===== src/rtl/irq_pkg.sv =====
// Shared register map and field constants for the interrupt controller.
package irq_pkg;

  localparam logic [1:0] IRQ_PENDING = 2'd0;
  localparam logic [1:0] IRQ_ENABLE  = 2'd1;
  localparam logic [1:0] IRQ_EDGE    = 2'd2;
  localparam logic [1:0] IRQ_CAUSE   = 2'd3;

  localparam int VALID_BIT = 31;
  localparam int INDEX_W   = 5;
  localparam int NSRC_MAX  = 31;

  // Expand the 4-bit byte write mask into a 32-bit bit mask.
  function automatic logic [31:0] lane_mask(input logic [3:0] we);
    lane_mask = {{8{we[3]}}, {8{we[2]}}, {8{we[1]}}, {8{we[0]}}};
  endfunction

endpackage


===== src/rtl/irq_controller_if.sv =====
// CPU-side register bus of the interrupt controller.
interface irq_controller_if;
  logic        sel;
  logic [1:0]  addr;
  logic [3:0]  we;
  logic        rd;
  logic [31:0] wdata;
  logic [31:0] rdata;

  modport master (output sel, addr, we, rd, wdata, input rdata);
  modport slave  (input sel, addr, we, rd, wdata, output rdata);
endinterface


===== src/rtl/irq_prio_enc.sv =====
// Lowest-index-first priority encoder: bit 0 has the highest priority.
module irq_prio_enc
  import irq_pkg::*;
#(
  parameter int NSRC = 3
) (
  input  logic [NSRC-1:0]    in,
  output logic               valid,
  output logic [INDEX_W-1:0] index
);

  // Scan downwards so the last hit, which is kept, is the lowest set index.
  always_comb begin
    valid = 1'b0;
    index = '0;
    for (int i = NSRC - 1; i >= 0; i--) begin
      if (in[i]) begin
        valid = 1'b1;
        index = INDEX_W'(i);
      end
    end
  end

endmodule


===== src/rtl/irq_controller.sv =====
// Memory-mapped interrupt controller: latches source events, masks them and
// presents the highest-priority pending source through a claim-on-read CAUSE.
module irq_controller
  import irq_pkg::*;
#(
  parameter int              NSRC         = 3,
  parameter logic [NSRC-1:0] RESET_ENABLE = '0
) (
  input  logic            clk,
  input  logic            reset,
  irq_controller_if.slave bus,
  input  logic [NSRC-1:0] src,
  output logic            irq
);

  logic [NSRC-1:0]    src_prev;
  logic [NSRC-1:0]    pending;
  logic [NSRC-1:0]    enable;
  logic [NSRC-1:0]    edge_q;
  logic [31:0]        rdata_q;

  logic [31:0]        lanes;
  logic [31:0]        wr_bits;
  logic [NSRC-1:0]    wr_lanes;
  logic [NSRC-1:0]    wr_vals;
  logic               wr_en;
  logic               rd_en;
  logic [NSRC-1:0]    active;
  logic               win_valid;
  logic [INDEX_W-1:0] win_idx;
  logic [NSRC-1:0]    w1c;
  logic [NSRC-1:0]    claim;
  logic [NSRC-1:0]    rise;
  logic [NSRC-1:0]    pending_next;
  logic [31:0]        rd_val;
  logic               unused_hi;

  assign lanes    = lane_mask(bus.we);
  assign wr_bits  = bus.wdata & lanes;
  assign wr_lanes = lanes[NSRC-1:0];
  assign wr_vals  = wr_bits[NSRC-1:0];
  assign wr_en    = bus.sel & (|bus.we);
  assign rd_en    = bus.sel & bus.rd;
  assign active   = pending & enable;
  assign unused_hi = &{1'b0, lanes[31:NSRC], wr_bits[31:NSRC]};

  irq_prio_enc #(.NSRC(NSRC)) u_prio (
    .in    (active),
    .valid (win_valid),
    .index (win_idx)
  );

  // Edge bits: set wins over W1C/claim so a coincident event is never lost.
  // Level bits simply track the source line.
  always_comb begin
    w1c   = '0;
    claim = '0;
    if (wr_en && bus.addr == IRQ_PENDING) w1c = wr_vals;
    if (rd_en && bus.addr == IRQ_CAUSE && win_valid) claim = NSRC'(1) << win_idx;
    rise         = src & ~src_prev;
    pending_next = (edge_q & ((pending & ~(w1c | claim)) | rise)) | (~edge_q & src);
  end

  always_comb begin
    rd_val = '0;
    case (bus.addr)
      IRQ_PENDING: rd_val[NSRC-1:0] = pending;
      IRQ_ENABLE:  rd_val[NSRC-1:0] = enable;
      IRQ_EDGE:    rd_val[NSRC-1:0] = edge_q;
      default: begin
        rd_val[VALID_BIT]     = win_valid;
        rd_val[INDEX_W-1:0]   = win_idx;
      end
    endcase
  end

  // Register stage: state, read data and registered irq all update together.
  always_ff @(posedge clk) begin
    if (reset) begin
      src_prev <= '0;
      pending  <= '0;
      enable   <= RESET_ENABLE;
      edge_q   <= '0;
      rdata_q  <= '0;
      irq      <= 1'b0;
    end else begin
      src_prev <= src;
      pending  <= pending_next;
      irq      <= |active;
      if (wr_en && bus.addr == IRQ_ENABLE)
        enable <= (enable & ~wr_lanes) | wr_vals;
      if (wr_en && bus.addr == IRQ_EDGE)
        edge_q <= (edge_q & ~wr_lanes) | wr_vals;
      if (rd_en)
        rdata_q <= rd_val;
    end
  end

  assign bus.rdata = rdata_q;

endmodule


===== src/flat_wrapper.sv =====
// flat-port wrapper written by rule: the top's interface ports become plain ports
module irq_controller_flat import irq_pkg::*;
#(
  parameter int              NSRC         = 3,
  parameter logic [NSRC-1:0] RESET_ENABLE = '0
)
  (clk, reset, src, irq, bus_sel, bus_addr, bus_we, bus_rd, bus_wdata, bus_rdata);
  irq_controller_if bus_i ();
  input  logic clk;
  input  logic reset;
  input  logic [NSRC-1:0] src;
  output logic irq;
  input wire logic [$bits(bus_i.sel)-1:0] bus_sel;
  input wire logic [$bits(bus_i.addr)-1:0] bus_addr;
  input wire logic [$bits(bus_i.we)-1:0] bus_we;
  input wire logic [$bits(bus_i.rd)-1:0] bus_rd;
  input wire logic [$bits(bus_i.wdata)-1:0] bus_wdata;
  output wire logic [$bits(bus_i.rdata)-1:0] bus_rdata;
  assign bus_i.sel = bus_sel;
  assign bus_i.addr = bus_addr;
  assign bus_i.we = bus_we;
  assign bus_i.rd = bus_rd;
  assign bus_i.wdata = bus_wdata;
  assign bus_rdata = bus_i.rdata;
  irq_controller #(.NSRC(NSRC), .RESET_ENABLE(RESET_ENABLE)) u_core (.clk(clk), .reset(reset), .bus(bus_i), .src(src), .irq(irq));
endmodule

===== config.mk =====
export PLATFORM = sky130hd
export DESIGN_NAME = irq_controller_flat
export DESIGN_NICKNAME = d
export VERILOG_FILES = /design/src/rtl/irq_pkg.sv /design/src/rtl/irq_controller_if.sv /design/src/rtl/irq_prio_enc.sv /design/src/rtl/irq_controller.sv /design/src/flat_wrapper.sv
export SDC_FILE = /design/constraint.sdc
export NUM_CORES = 1
export LEC_CHECK = 0
export ABC_CLOCK_PERIOD_IN_PS = 1400
export CAP_MARGIN = 15
export CORE_MARGIN = 5
export CORE_UTILIZATION = 45
export CTS_BUF_LIST = sky130_fd_sc_hd__clkbuf_2
export DETAILED_ROUTE_END_ITERATION = 12
export DONT_BUFFER_PORTS = 1
export PLACE_DENSITY = 0.65
export SYNTH_ARGS = -nofsm -noshare
export SYNTH_HDL_FRONTEND = slang
export SYNTH_SLANG_ARGS = --single-unit

===== constraint.sdc =====
create_clock -name clk -period 1.4 [get_ports clk]
set_clock_uncertainty 0.1 [all_clocks]
set_input_delay 0.14 -clock clk [delete_from_list [all_inputs] [get_ports clk]]
set_output_delay 0.14 -clock clk [all_outputs]
set_load 0.01 [all_outputs]

=== Word level (Yosys, flattened, before mapping) ===
Cells that the tools add are included.

* Equality and inequality tests: 3
* Shift-type cells: 1
* Muxes and demuxes: 11
* Bitwise gates (word level): 19
* Reduce and logical (&&, ||, !) cells: 9

{| class="wikitable"
|+ Operator list
! cell !! number
|-
| $and 3x3->3 || 8
|-
| $or 3x3->3 || 5
|-
| $not 3->3 || 4
|-
| $mux 5 || 2
|-
| $pmux 3 s3 || 1
|-
| $mux 3 || 2
|-
| $reduce_or 3->1 || 2
|-
| $logic_and 1x1->1 || 5
|-
| $shl 1x5->3 const A || 1
|-
| $eq 2x2->1 const B || 2
|-
| $mux 1 || 4
|-
| $mux 2 || 2
|-
| $reduce_or 4->1 || 1
|-
| $and 1x1->1 || 2
|-
| $eq 2x1->1 const B || 1
|-
| $logic_not 2->1 || 1
|}

* Bits in registers: 19
* Input port bits: 45
* Output and inout bits: 33
* Word-level logic and storage cells: 49

=== Longest topological paths before layout ===
* Depth after elaboration: 12
* Mapped depth: 4
* Mapped depth without buffers: 3

=== By module ===
From an unflattened synthesis, not the netlist that was laid out.

* Cell total of the unflattened synthesis: 119
* Area, all modules: 1081.0 um^2

{| class="wikitable"
|+ By module, submodules not included
! module !! times used !! cells each !! area each (um^2) !! seq. area each (um^2)
|-
| irq_controller || 1 || 112 || 1034.7 || 380.4
|-
| irq_prio_enc || 1 || 7 || 46.3 || 0.0
|}

=== Worst setup path after synthesis ===
No wires, ideal clock.

* Kind: register -> register
* From: reg u_core.pending[1]
* To: reg u_core.rdata_q[31], in the netlist u_core.bus.rdata[31]
* Data arrival time: 0.868 ns
* Data required time: 1.168 ns
* Path slack: 0.300 ns
* Stages on the path, launching flop included: 4
* Period minus slack after synthesis: 1.100 ns
* Path through: dfxtp_1 > a222oi_1 > nand2b_1 > a21oi_1

* Longest elaborated chain between the ends: 4

{| class="wikitable"
|+ Ends and longest elaborated chain
! item !! RTL line !! text
|-
| from (decl) || irq_controller.sv:17 || <nowiki>logic [NSRC-1:0] pending;</nowiki>
|-
| from (signal assigned) || irq_controller.sv:88 || <nowiki>pending <= pending_next;</nowiki>
|-
| $and 3x3->3 || irq_controller.sv:44 || <nowiki>assign active = pending & enable;</nowiki>
|-
| $mux 1 (2 in series) || irq_prio_enc.sv:17 || <nowiki>if (in[i]) begin</nowiki>
|-
| $mux 1 || irq_controller.sv:66 || <nowiki>case (bus.addr)</nowiki>
|-
| to (signal assigned) || irq_controller.sv:95 || <nowiki>rdata_q <= rd_val;</nowiki>
|-
| to (decl) || irq_controller.sv:20 || <nowiki>logic [31:0] rdata_q;</nowiki>
|}

Every way passes these cells.
A chain may end at the register's enable or synchronous reset.

==> results.json <==
{
  "vias": 728,
  "slew_headroom_pct": 62.9,
  "hold_class": "input port to flop",
  "finalHoldViolations": 2,
  "cts_tree": "built",
  "avgSynthCellArea_um2": 9.14,
  "ys_ff_latch": 17,
  "grt_pass1_vias": 708,
  "wl_mm": 1.87,
  "syn_area_mm2": 0.00102,
  "root_buffer": "clkbuf_2",
  "r2r-start": "u_core.pending[1]$_SDFF_PP0_",
  "portBuffers": 0,
  "avgViaCountPerCell": 4.89,
  "status": "finished with violations",
  "cts_made_buffers": 3,
  "synthCells": 112,
  "vdd_drop_max_v": 0.000307,
  "firstDrtPassIters": 4,
  "drtAntennaViolNets": 0,
  "final_max_slew_viol_count": 0,
  "fin_ws_ns": 0.123,
  "drive_above_1_share_pct": 9.09,
  "grt_max_degree": 16,
  "critPathArrivalTime_ns": 1.37,
  "synth_top_area_cell": "dfxtp_1",
  "post-dp-hpwl_mm": 1.42,
  "setup_viol": 0,
  "worst_pin_slew_ns": 0.554,
  "max_freq_ghz": 0.783,
  "ys_warn_count": 0,
  "io_pins": 78,
  "grt_usage_pct": 11.7,
  "clk_latency_ns": 0.28,
  "drv_cap": 0,
  "rsz0062_at_grt": "no",
  "ctsHoldBuffers": 10,
  "drcViolationCount": 0,
  "layoutNonFillerInstCount": 149,
  "netlist_top_cells_area": "dfxtp_1 (33%), buf_4 (21%), mux2i_1 (7.8%)",
  "fp.dieW_um": 57.7,
  "synth_cell_types": 32,
  "clock_sinks": 17,
  "hold_ws_ns": -0.0607,
  "final_nets": 167,
  "placed_cells": 135,
  "cellPowerDensity_mw_per_mm2": 814,
  "cts.clk_slew.worst_paths_ns": 0.15,
  "startpoint": "reset",
  "grt_pass1_wl_mm": 3.11,
  "first_iter_violations": 19,
  "final_common_cell": "conb_1",
  "worstSetupStartpointType": "input port",
  "core_area_mm2": 0.00219,
  "initial_core_util_pct": 46.7,
  "synth_enable_flop_cells": 0,
  "required_ns": 1.50,
  "final_cell_mix": "conb_1 (28), dfxtp_1 (17), nand2_1 (13)",
  "cts-htree-levels": 1,
  "antenna_cells": 0,
  "period_share_pct": 91.2,
  "endpoint_kind": "flop",
  "fillers": 213,
  "period_minus_slack_ns": 1.28,
  "ys.flop_type": "dfxtp_1",
  "finalSetupTns_ns": 0,
  "synthArstFlopShare_pct": 0,
  "hp-start": "bus_addr[1]",
  "fp-row-count": 17,
  "wl_per_cell_um": 12.6,
  "die_h_um": 57.7,
  "failed_checks": "hold timing",
  "yosysSeqAreaShare_pct": 33.3,
  "area_delta_synth_final_pct": 2.32,
  "p_total_uw": 853,
  "place_worst_setup_slack_ns": 0.198,
  "grt.overflow.total": 0,
  "dieArea_mm2": 0.00333,
  "synth_top_area_share_pct": 33.3,
  "place_congestion": 0.748,
  "crit_fanout": 15,
  "p_leak_nw": 0.460,
  "criticalPathCategory": "input port to flop",
  "antenna_found_initial": 0,
  "cts_buffer_depth": 2
}
worst paths after layout:
path | end | depth (start not counted) | slack (ns)
worst max-delay path | u_core.pending[0]$_SDFF_PP0_ | 3 | 0.12
worst min-delay path | u_core.bus.rdata[2]$_SDFFE_PP0P_ | 2 | -0.06
worst min register to register | u_core.pending[2]$_SDFF_PP0_ | 2 | 0.40
worst max register to register | u_core.bus.rdata[31]$_SDFFE_PP0P_ | 3 | 0.15
metrics by stage:
stage | cell area (um^2) | hold slack [ns] | util [%]
after floorplan | 1120 | 0.184 | -
after global placement | 920 | 0.114 | 42.0
after detailed placement | 920 | 0.117 | 42.0
after CTS | 1040 | -0.0743 | 47.5
after global routing | 1050 | -0.0779 | 47.8
final | 1050 | -0.0607 | 47.8
logic make-up (layout without fill, tap and decap cells):
family,Yosys count,count (layout),share of synthesized area (%)
compound gates,13,13,11.0
buf+inv,33,15,23.8
flops,17,17,33.3
mux,9,9,9.29
other cells,1,28,0.366
simple gates,39,39,22.3
layer usage:
metal	GRT usage, %	wire length, um	vias to the layer above
met5	0	0	-
met1	14.4	724	336
li1	-	-	354
met3	1.11	159	4
met4	6.95	42	0
met2	19.7	948	34
synthesized netlist by cell type (all sizes together) (2+ instances only):
cell    number
nand4        3
buf         30
a211oi       2
a22o         2
nor2b        3
and2         2
nand4b       3
nand2b       2
nor2         9
nand2       13
mux2i        8
clkbuf       2
dfxtp       17
timing repair:
item | CTS | global route
buffers inserted | 0 | 0
endpoints found under the hold margin | 17 | 4
endpoints found under the setup margin | 0 | 1
gates resized for setup | 0 | 2
power breakdown:
part           switching (mW)  total [mW]  internal, mW
clock                   0.139       0.215        0.0757
combinational          0.0686       0.120        0.0516
sequential             0.0162       0.517         0.501
total                   0.224       0.853         0.628
critical path, cell delays in order:
cell and delay (ns):
dlygate4sd3_1 0.89, nor2b_1 0.14, a22o_1 0.21
final cells by class:
type	instances	area (um^2)	area share, %
Multi-Input combinational cell	89	546	52.1
Timing Repair Buffer	10	103	9.80
Clock buffer	4	20.0	1.91
Inverter	1	3.75	0.358
Sequential cell	17	340	32.5
Tap cell	28	35.0	3.35
Power figures use the tool's default switching activity.
